File: src/rtl/rot_pattern_gen.sv
// Rotating pattern generator: streams seed bytes rotated through an
// external bshifter, with the rotated result fed back as the next value.
module rot_pattern_gen #(
    parameter int WIDTH = 8,
    parameter int CNT_W = 4
) (
    input  logic             clk,
    input  logic             rst_n,
    input  logic             clr,
    input  logic             in_valid,
    output logic             in_ready,
    input  logic [WIDTH-1:0] in_data,
    input  logic [2:0]       in_step,
    input  logic             in_lr,
    input  logic [CNT_W-1:0] in_count,
    output logic [WIDTH-1:0] sh_a,
    output logic [2:0]       sh_amt,
    output logic             sh_lr,
    input  logic [WIDTH-1:0] sh_mout,
    output logic             out_valid,
    input  logic             out_ready,
    output logic [WIDTH-1:0] out_data,
    output logic             out_last
);

    typedef enum logic [1:0] {IDLE, RUN, FLUSH} state_e;

    localparam logic [CNT_W:0] REM_ONE = (CNT_W+1)'(1);

    state_e           state_q, state_d;
    logic [WIDTH-1:0] cur_q, cur_d;
    logic [2:0]       step_q, step_d;
    logic             dir_q, dir_d;
    logic [CNT_W:0]   rem_q, rem_d;
    logic             vld_q, vld_d;
    logic [WIDTH-1:0] data_q, data_d;
    logic             last_q, last_d;
    logic             load;

    assign in_ready  = (state_q == IDLE);
    assign sh_a      = cur_q;
    assign sh_amt    = step_q;
    assign sh_lr     = dir_q;
    assign out_valid = vld_q;
    assign out_data  = data_q;
    assign out_last  = last_q;

    assign load = (state_q == RUN) && (!vld_q || out_ready) &&
                  (rem_q != '0);

    always_comb begin
        state_d = state_q;
        cur_d   = cur_q;
        step_d  = step_q;
        dir_d   = dir_q;
        rem_d   = rem_q;
        vld_d   = vld_q;
        data_d  = data_q;
        last_d  = last_q;
        if (clr) begin
            state_d = IDLE;
            vld_d   = 1'b0;
            last_d  = 1'b0;
            rem_d   = '0;
        end else begin
            unique case (state_q)
                IDLE: begin
                    if (in_valid) begin
                        cur_d   = in_data;
                        step_d  = in_step;
                        dir_d   = in_lr;
                        // A zero count sets the top bit: 2**CNT_W outputs
                        rem_d   = {(in_count == '0), in_count};
                        state_d = RUN;
                    end
                end
                RUN: begin
                    if (load) begin
                        data_d = sh_mout;
                        cur_d  = sh_mout;
                        vld_d  = 1'b1;
                        rem_d  = rem_q - REM_ONE;
                        last_d = (rem_q == REM_ONE);
                        if (rem_q == REM_ONE) begin
                            state_d = FLUSH;
                        end
                    end
                end
                FLUSH: begin
                    if (vld_q && out_ready) begin
                        vld_d   = 1'b0;
                        last_d  = 1'b0;
                        state_d = IDLE;
                    end
                end
                default: state_d = IDLE;
            endcase
        end
    end

    always_ff @(posedge clk or negedge rst_n) begin
        if (!rst_n) begin
            state_q <= IDLE;
            cur_q   <= '0;
            step_q  <= '0;
            dir_q   <= 1'b0;
            rem_q   <= '0;
            vld_q   <= 1'b0;
            data_q  <= '0;
            last_q  <= 1'b0;
        end else begin
            state_q <= state_d;
            cur_q   <= cur_d;
            step_q  <= step_d;
            dir_q   <= dir_d;
            rem_q   <= rem_d;
            vld_q   <= vld_d;
            data_q  <= data_d;
            last_q  <= last_d;
        end
    end

endmodule

File: config.mk
export PLATFORM = sky130hd
export DESIGN_NAME = rot_pattern_gen
export DESIGN_NICKNAME = d
export VERILOG_FILES = /design/src/rtl/rot_pattern_gen.sv
export SDC_FILE = /design/constraint.sdc
export NUM_CORES = 1
export LEC_CHECK = 0
export ABC_AREA = 1
export BUFFER_PORTS_ARGS = -buffer_cell sky130_fd_sc_hd__buf_2
export CORE_MARGIN = 4
export CORE_UTILIZATION = 29
export DETAILED_ROUTE_END_ITERATION = 7
export PLACE_DENSITY_LB_ADDON = 0.15
export SLEW_MARGIN = 20
export SYNTH_ARGS = -nofsm -noshare
export SYNTH_HDL_FRONTEND = slang
export SYNTH_SLANG_ARGS = --single-unit
File: constraint.sdc
create_clock -name clk -period 1.85 [get_ports clk]
set_clock_uncertainty 0.15 [all_clocks]
set_input_delay 0.2775 -clock clk [delete_from_list [all_inputs] [get_ports clk]]
set_output_delay 0.2775 -clock clk [all_outputs]
set_load 0.05 [all_outputs]
==> results of run 1 <==
==> state kept, by name, summed over array words and instances (netlist names) <==
register   flops
out_valid      1
sh_amt         3
rem_q          5
sh_a           8
state_q        2
out_data       8
sh_lr          1
out_last       1
==> worst min-delay path, stage by stage <==
cell and delay [ns]:
buf_2 0.09, nand2_1 0.05, nand2_1 0.05
==> cell type report <==
type                       count  area (um^2)
clock buffer                   7        96.34
clock inverter                 1        5.005
fill                         544         3162
inverter                      14        56.30
multi-input combinational    138        759.5
sequential                    29        725.7
tap                           70        87.58
timing repair buffer          54        280.3
==> final timing paths <==
path	endpoint	slack [ns]
max reg2reg	sh_a[1]	0.16
min in group asynchronous	state_q[0]	0.42
min reg2reg	out_data[5]	0.33
max in group asynchronous	sh_a[2]	0.70
max	sh_a[1]	0.16
min	out_data[4]	0.07
==> power by group through the flow <==
stage	Combinational [mW]	Clock (mW)	Sequential, mW
final	2.26	0.569	1.10
after global placement	2.28	0	1.11
after CTS	2.30	0.590	1.11
after global routing	2.50	0.624	1.14
after detailed placement	2.29	0	1.11
after floorplan	1.05	0	1.85
==> routing by layer <==
layer	vias up	global-route usage	wire length, um
met2	25	0.2028	1758
met3	10	0.04167	192
met1	593	0.1491	1691
met5	-	0	0
met4	0	0.05405	73
li1	697	-	-
==> layout by cell type (no fill, tap or decap) <==
master	synthesis	final
nor2_1	13	13
o21ai_0	8	8
inv_2	3	3
nor2_4	1	1
nand3_4	1	1
or2_0	8	8
inv_4	1	1
a21oi_4	1	1
nand3_1	8	8
nand3b_1	1	1
nor2_2	5	5
a21oi_2	9	9
mux2_2	4	4
dfrtp_1	29	29
inv_1	9	9
nand2_1	64	64
buf_4	0	2
ha_1	3	3
buf_2	1	51
dlygate4sd3_1	0	1
xnor2_1	1	1
nor3_1	1	1
o21ai_1	6	6
nand2_4	1	1
clkinv_2	1	2
nand3_2	2	2
nor2_8	1	1
clkbuf_8	0	7
==> repair_timing <==
item                                   4_1_cts  5_1_grt
hold buffers                                 1        0
resized for setup                            0        0
endpoints found under the hold margin       29        0
==> stage by stage <==
| step | instances | power [mW] | area, um^2 |
|---|---|---|---|
| 3_3_place_gp | 304 | 3.399 | 1899 |
| 6_report | 313 | 3.930 | 2011 |
| 3_5_place_dp | 304 | 3.403 | 1899 |
| 5_1_grt | 313 | 4.269 | 2011 |
| 2_1_floorplan | 184 | 2.900 | 1569 |
| 4_1_cts | 313 | 3.997 | 2011 |
==> cell families after synthesis <==
logic type      Yosys count  synth area share
fa+ha+maj                 3           0.02393
buf+inv                  17           0.05342
flops                    29            0.4625
compound gates           24            0.1053
simple gates            106            0.3206
xor+xnor                  1          0.005583
mux                       4           0.02871
==> run_results.csv, run 1 <==
group,metric,value,unit
timing,setup_ws,0.1642,ns
power_and_ir_drop,pwr-share-comb,0.576,
floorplanning,die_x,81.56,um
floorplanning,ioPinCount,52,
min_path,hold_start,"sh_mout[4]",
power_and_ir_drop,clkPwrFrac,0.145,
placed_design,post-dp-hpwl,2982,um
floorplanning,rows,26,
clock_tree,clk_pin_slew_worst_paths,0.06,ns
setup_path,path_max_fanout,16,
synth,synth_nets,216,
timing,drv_slew,0,
layout,diodes,0,
setup_path,end_kind,"flip-flop",
clock_tree,numClockSinks,29,
global_route,grt_pass1_wl,6272,um
clock_tree,post_cts_buffers,0,
power_and_ir_drop,p_leak,1.028,nW
status,status,"completed",
clock_tree,cts_root_buf,"clkbuf_8",
detailed_routing,first_pass_iters,4,
global_route,grt_usage,0.1245,
min_path,worstHoldPathCells,3,
power_and_ir_drop,netSwitchingPower,2.059,mW
detailed_routing,drc_errors,0,
setup_path,crit_path_start,"rem_q[0]",
setup_path,r2r.worst_path.cells,9,
global_route,grt_start_max_net_pins,30,
placed_design,gp_congestion,0.7771,
detailed_routing,vias,1325,
placed_design,place_worst_setup_slack,0.1689,ns
synth,postSynthCellCount,184,
timing,setup_viol,0,
synth,ys_ff_latch,29,
power_and_ir_drop,ir_drop,0.0007724,V
timing,clock.fmax,593.2,MHz
layout,num-nets-final,274,
clock_tree,cts_buffer_depth,2,
synth,ys_top_cells_by_area,"dfrtp_1 (46%), nand2_1 (15%), a21oi_2 (5.0%), or2_0 (3.2%), nor2_1 (3.1%)",
global_route,antenna_found_initial,0,
global_route,overflow,0,
timing,rsz0062_at_grt,"no",
timing,fin_crit,1.686,ns
floorplanning,start_util,0.3033,
timing,setup-tns-final,0,ns
setup_path,cp.arrival,1.69,ns
synth,yosysMostFrequentCell,"nand2_1",
layout,final_util,0.3887,
flow_run,maxCapViolCount,0,
setup_path,cp.buffers_inverters,2,
setup_path,path_depth,9,
synth,synthTopCellsByCount,"nand2_1 (64), dfrtp_1 (29), nor2_1 (13)",
setup_path,r2r_start,"rem_q[0]",
timing,relSlewSlack,0.5573,
timing,period_share,0.9113,
synth,synth-async-reset-ratio,1.000,
setup_path,worstSetupPathType,"reg -> reg",
synth,synth_edf_count,0,
clock_tree,insertion_delay,0.28,ns
detailed_routing,avgViaCountPerCell,4.233,
clock_tree,cts_buffers,5,
synth,synth_flop_cell,"dfrtp_1",
setup_path,crit_chain,"inv_1, ha_1, inv_1, nor2_1, nand2_1, nand3_2, nand2_4, nor2_1, a21oi_2",
setup_path,required,1.86,ns
floorplanning,core_area,5172,um^2
detailed_routing,wl,3716,um
detailed_routing,detail-route-antenna-nets,0,
synth,yosysTopAreaCellShare,0.4625,
clock_tree,h-tree-depth,2,
floorplanning,die_h,81.56,um
setup_path,cp_top_family,"simple AND/OR/NAND/NOR gates",
timing,worstMarginPinSlew,0.6640,ns
floorplanning,die-area,6651,um^2
power_and_ir_drop,power.share.switching,0.5240,
setup_path,cp-start-kind,"flip-flop",
power_and_ir_drop,seqPwrFrac,0.280,
clock_tree,cts_tree,"yes",
timing,hold_ws,0.06955,ns
power_and_ir_drop,p_per_area,1955,nW/um^2
placed_design,portBuffers,51,
min_path,hold_class,"in -> reg",
layout,drive_above_1_share,0.3745,
setup_path,cpMaxStageDelayCell,"dfrtp_1",
timing,hold_viol_final,0,
detailed_routing,wl_per_cell,11.87,um
detailed_routing,drt_iter0_markers,76,
setup_path,slowest_delay,0.41,ns
synth,netlist_area,1569,um^2
synth,synth_warnings,0,
synth,seq_area_frac_synth,0.4625,
layout,area.growth.synth_to_final,28.15,%
synth,synth_area_per_cell,8.527,um^2
global_route,grt_pass1_vias,1374,
synth,synth.distinct_cells,26,
power_and_ir_drop,p_int,1.871,mW
synth,yosysTopAreaCell,"dfrtp_1",
Power figures use the tool's default switching activity.
==> run 2, diff against run 1 <==
--- a/config.mk
+++ b/config.mk
@@ -10,6 +10,7 @@
 export CORE_MARGIN = 4
 export CORE_UTILIZATION = 29
 export DETAILED_ROUTE_END_ITERATION = 7
+export MAX_ROUTING_LAYER = met4
 export PLACE_DENSITY_LB_ADDON = 0.15
 export SLEW_MARGIN = 20
 export SYNTH_ARGS = -nofsm -noshare
==> run_results.csv, run 2 (synthesized netlist as in run 1, its figures left out) <==
group,metric,value,unit
status,status,"completed",
setup_path,path_max_fanout,16,
clock_tree,h-tree-depth,2,
layout,final_cell_mix,"nand2_1 (64), buf_2 (51), dfrtp_1 (29)",
global_route,overflow,0,
global_route,grt_pass1_vias,1375,
detailed_routing,detail-route-antenna-nets,0,
timing,setup-tns-final,0,ns
setup_path,crit_chain,"inv_1, ha_1, inv_1, nor2_1, nand2_1, nand3_2, nand2_4, nor2_1, a21oi_2",
power_and_ir_drop,p_leak,1.028,nW
timing,worstMarginPinSlew,0.6638,ns
setup_path,crit_end,"sh_a[1]",
power_and_ir_drop,p_per_area,1955,nW/um^2
timing,drv_slew,0,
floorplanning,die_x,81.56,um
setup_path,r2r.worst_path.cells,9,
clock_tree,cts_root_buf,"clkbuf_8",
placed_design,gp_congestion,0.7877,
global_route,grt_pass1_wl,6272,um
clock_tree,cts_buffers,5,
setup_path,crit_path_start,"rem_q[0]",
global_route,grt_start_max_net_pins,30,
power_and_ir_drop,ir_drop,0.0007724,V
global_route,antenna_found_initial,0,
timing,rsz0062_at_grt,"no",
setup_path,end_kind,"flip-flop",
setup_path,worstSetupPathType,"reg -> reg",
clock_tree,insertion_delay,0.28,ns
floorplanning,die-area,6651,um^2
layout,final_common_cell,"nand2_1",
clock_tree,clk_pin_slew_worst_paths,0.06,ns
placed_design,portBuffers,51,
setup_path,slowest_delay,0.41,ns
layout,fillerInstances,544,
timing,clock.fmax,593.3,MHz
timing,fin_crit,1.686,ns
layout,diodes,0,
placed_design,place_worst_setup_slack,0.1689,ns
detailed_routing,vias,1324,
layout,area.growth.synth_to_final,28.15,%
placed_design,post-dp-hpwl,2982,um
setup_path,cp.arrival,1.69,ns
detailed_routing,wl,3717,um
timing,hold_viol_final,0,
detailed_routing,drc_errors,0,
clock_tree,cts_tree,"yes",
clock_tree,ctsResizeCount,0,
detailed_routing,first_pass_iters,4,
setup_path,cp-start-kind,"flip-flop",
timing,setup_viol,0,
setup_path,r2r-end,"sh_a[1]",
setup_path,required,1.86,ns
global_route,grt_usage,0.1281,
timing,hold_ws,0.06955,ns
min_path,hold_class,"in -> reg",
clock_tree,cts_buffer_depth,2,
timing,relSlewSlack,0.5575,
flow_run,maxCapViolCount,0,
detailed_routing,avgViaCountPerCell,4.230,
setup_path,cp.buffers_inverters,2,
timing,period_share,0.9111,
setup_path,cpMaxStageDelayCell,"dfrtp_1",
floorplanning,die_h,81.56,um
setup_path,cp_top_family,"simple AND/OR/NAND/NOR gates",
detailed_routing,drt_iter0_markers,63,
floorplanning,core_area,5172,um^2
setup_path,r2r_start,"rem_q[0]",
detailed_routing,wl_per_cell,11.88,um
setup_path,ff2ff_setup_slack,0.16,ns
floorplanning,ioPinCount,52,
floorplanning,start_util,0.3033,
floorplanning,rows,26,
setup_path,path_depth,9,
layout,drive_above_1_share,0.3745,
timing,setup_ws,0.1645,ns
layout,num-nets-final,274,
clock_tree,numClockSinks,29,
==> run 2: cell counts in the layout (fill, tap and decap cells not counted) <==
Identical to the previous run, type by type.
==> run 2: stage by stage <==
stage | total power [mW] | instances | cell area (um^2) | utilization
after floorplan | 2.900 | 184 | 1569 | -
after detailed placement | 3.403 | 304 | 1899 | 0.3672
final | 3.931 | 313 | 2011 | 0.3887
after CTS | 3.997 | 313 | 2011 | 0.3887
after global placement | 3.399 | 304 | 1899 | 0.3672
after global routing | 4.268 | 313 | 2011 | 0.3887
==> run 2: timing repair <==
action	in CTS	in global routing
buffers inserted	0	0
hold buffers	1	0
hold endpoints to repair	29	0
setup endpoints to repair	0	0
==> run 2: cell type report <==
class | count | area [um^2] | area share
multi-input cells | 138 | 759.5 | 0.3777
clock buffers | 7 | 96.34 | 0.04792
clock inverters | 1 | 5.005 | 0.002489
inverters | 14 | 56.30 | 0.02800
well taps | 70 | 87.58 | 0.04356
flip-flops and latches | 29 | 725.7 | 0.3609
repair buffers | 54 | 280.3 | 0.1394
==> run 2: worst min path at each step <==
stage	slack (ns)	cells past startpoint	endpoint	from
finish	0.07	3	out_data[4]	sh_mout[4]
global placement	0.20	1	state_q[0]	rst_n
global route	0.07	3	out_data[2]	sh_mout[2]
floorplan	-0.17	0	out_data[0]	rst_n
detailed placement	0.20	1	sh_amt[0]	rst_n
CTS	0.06	3	out_data[4]	sh_mout[4]
==> run 2: worst reg2reg max path, cell delays in order (launching register included) <==
cell	delay, ns
dfrtp_1	0.41
inv_1	0.12
ha_1	0.16
inv_1	0.04
nor2_1	0.07
nand2_1	0.08
nand3_2	0.16
nand2_4	0.16
nor2_1	0.17
a21oi_2	0.04
==> run 2: routing by layer <==
metal  track usage  wire (um)  up-vias  share of wire
met5             -          0        -              0
li1              -          -      698              -
met4       0.05405         73        0          0.020
met1        0.1532       1741      591           0.47
met3       0.03509        144       10          0.039
met2        0.2028       1757       25           0.47
==> run 2: power by group <==
group	internal (mW)	total, mW	switching (mW)
sequential	0.916	1.10	0.183
clock	0.335	0.569	0.233
combinational	0.620	2.26	1.64
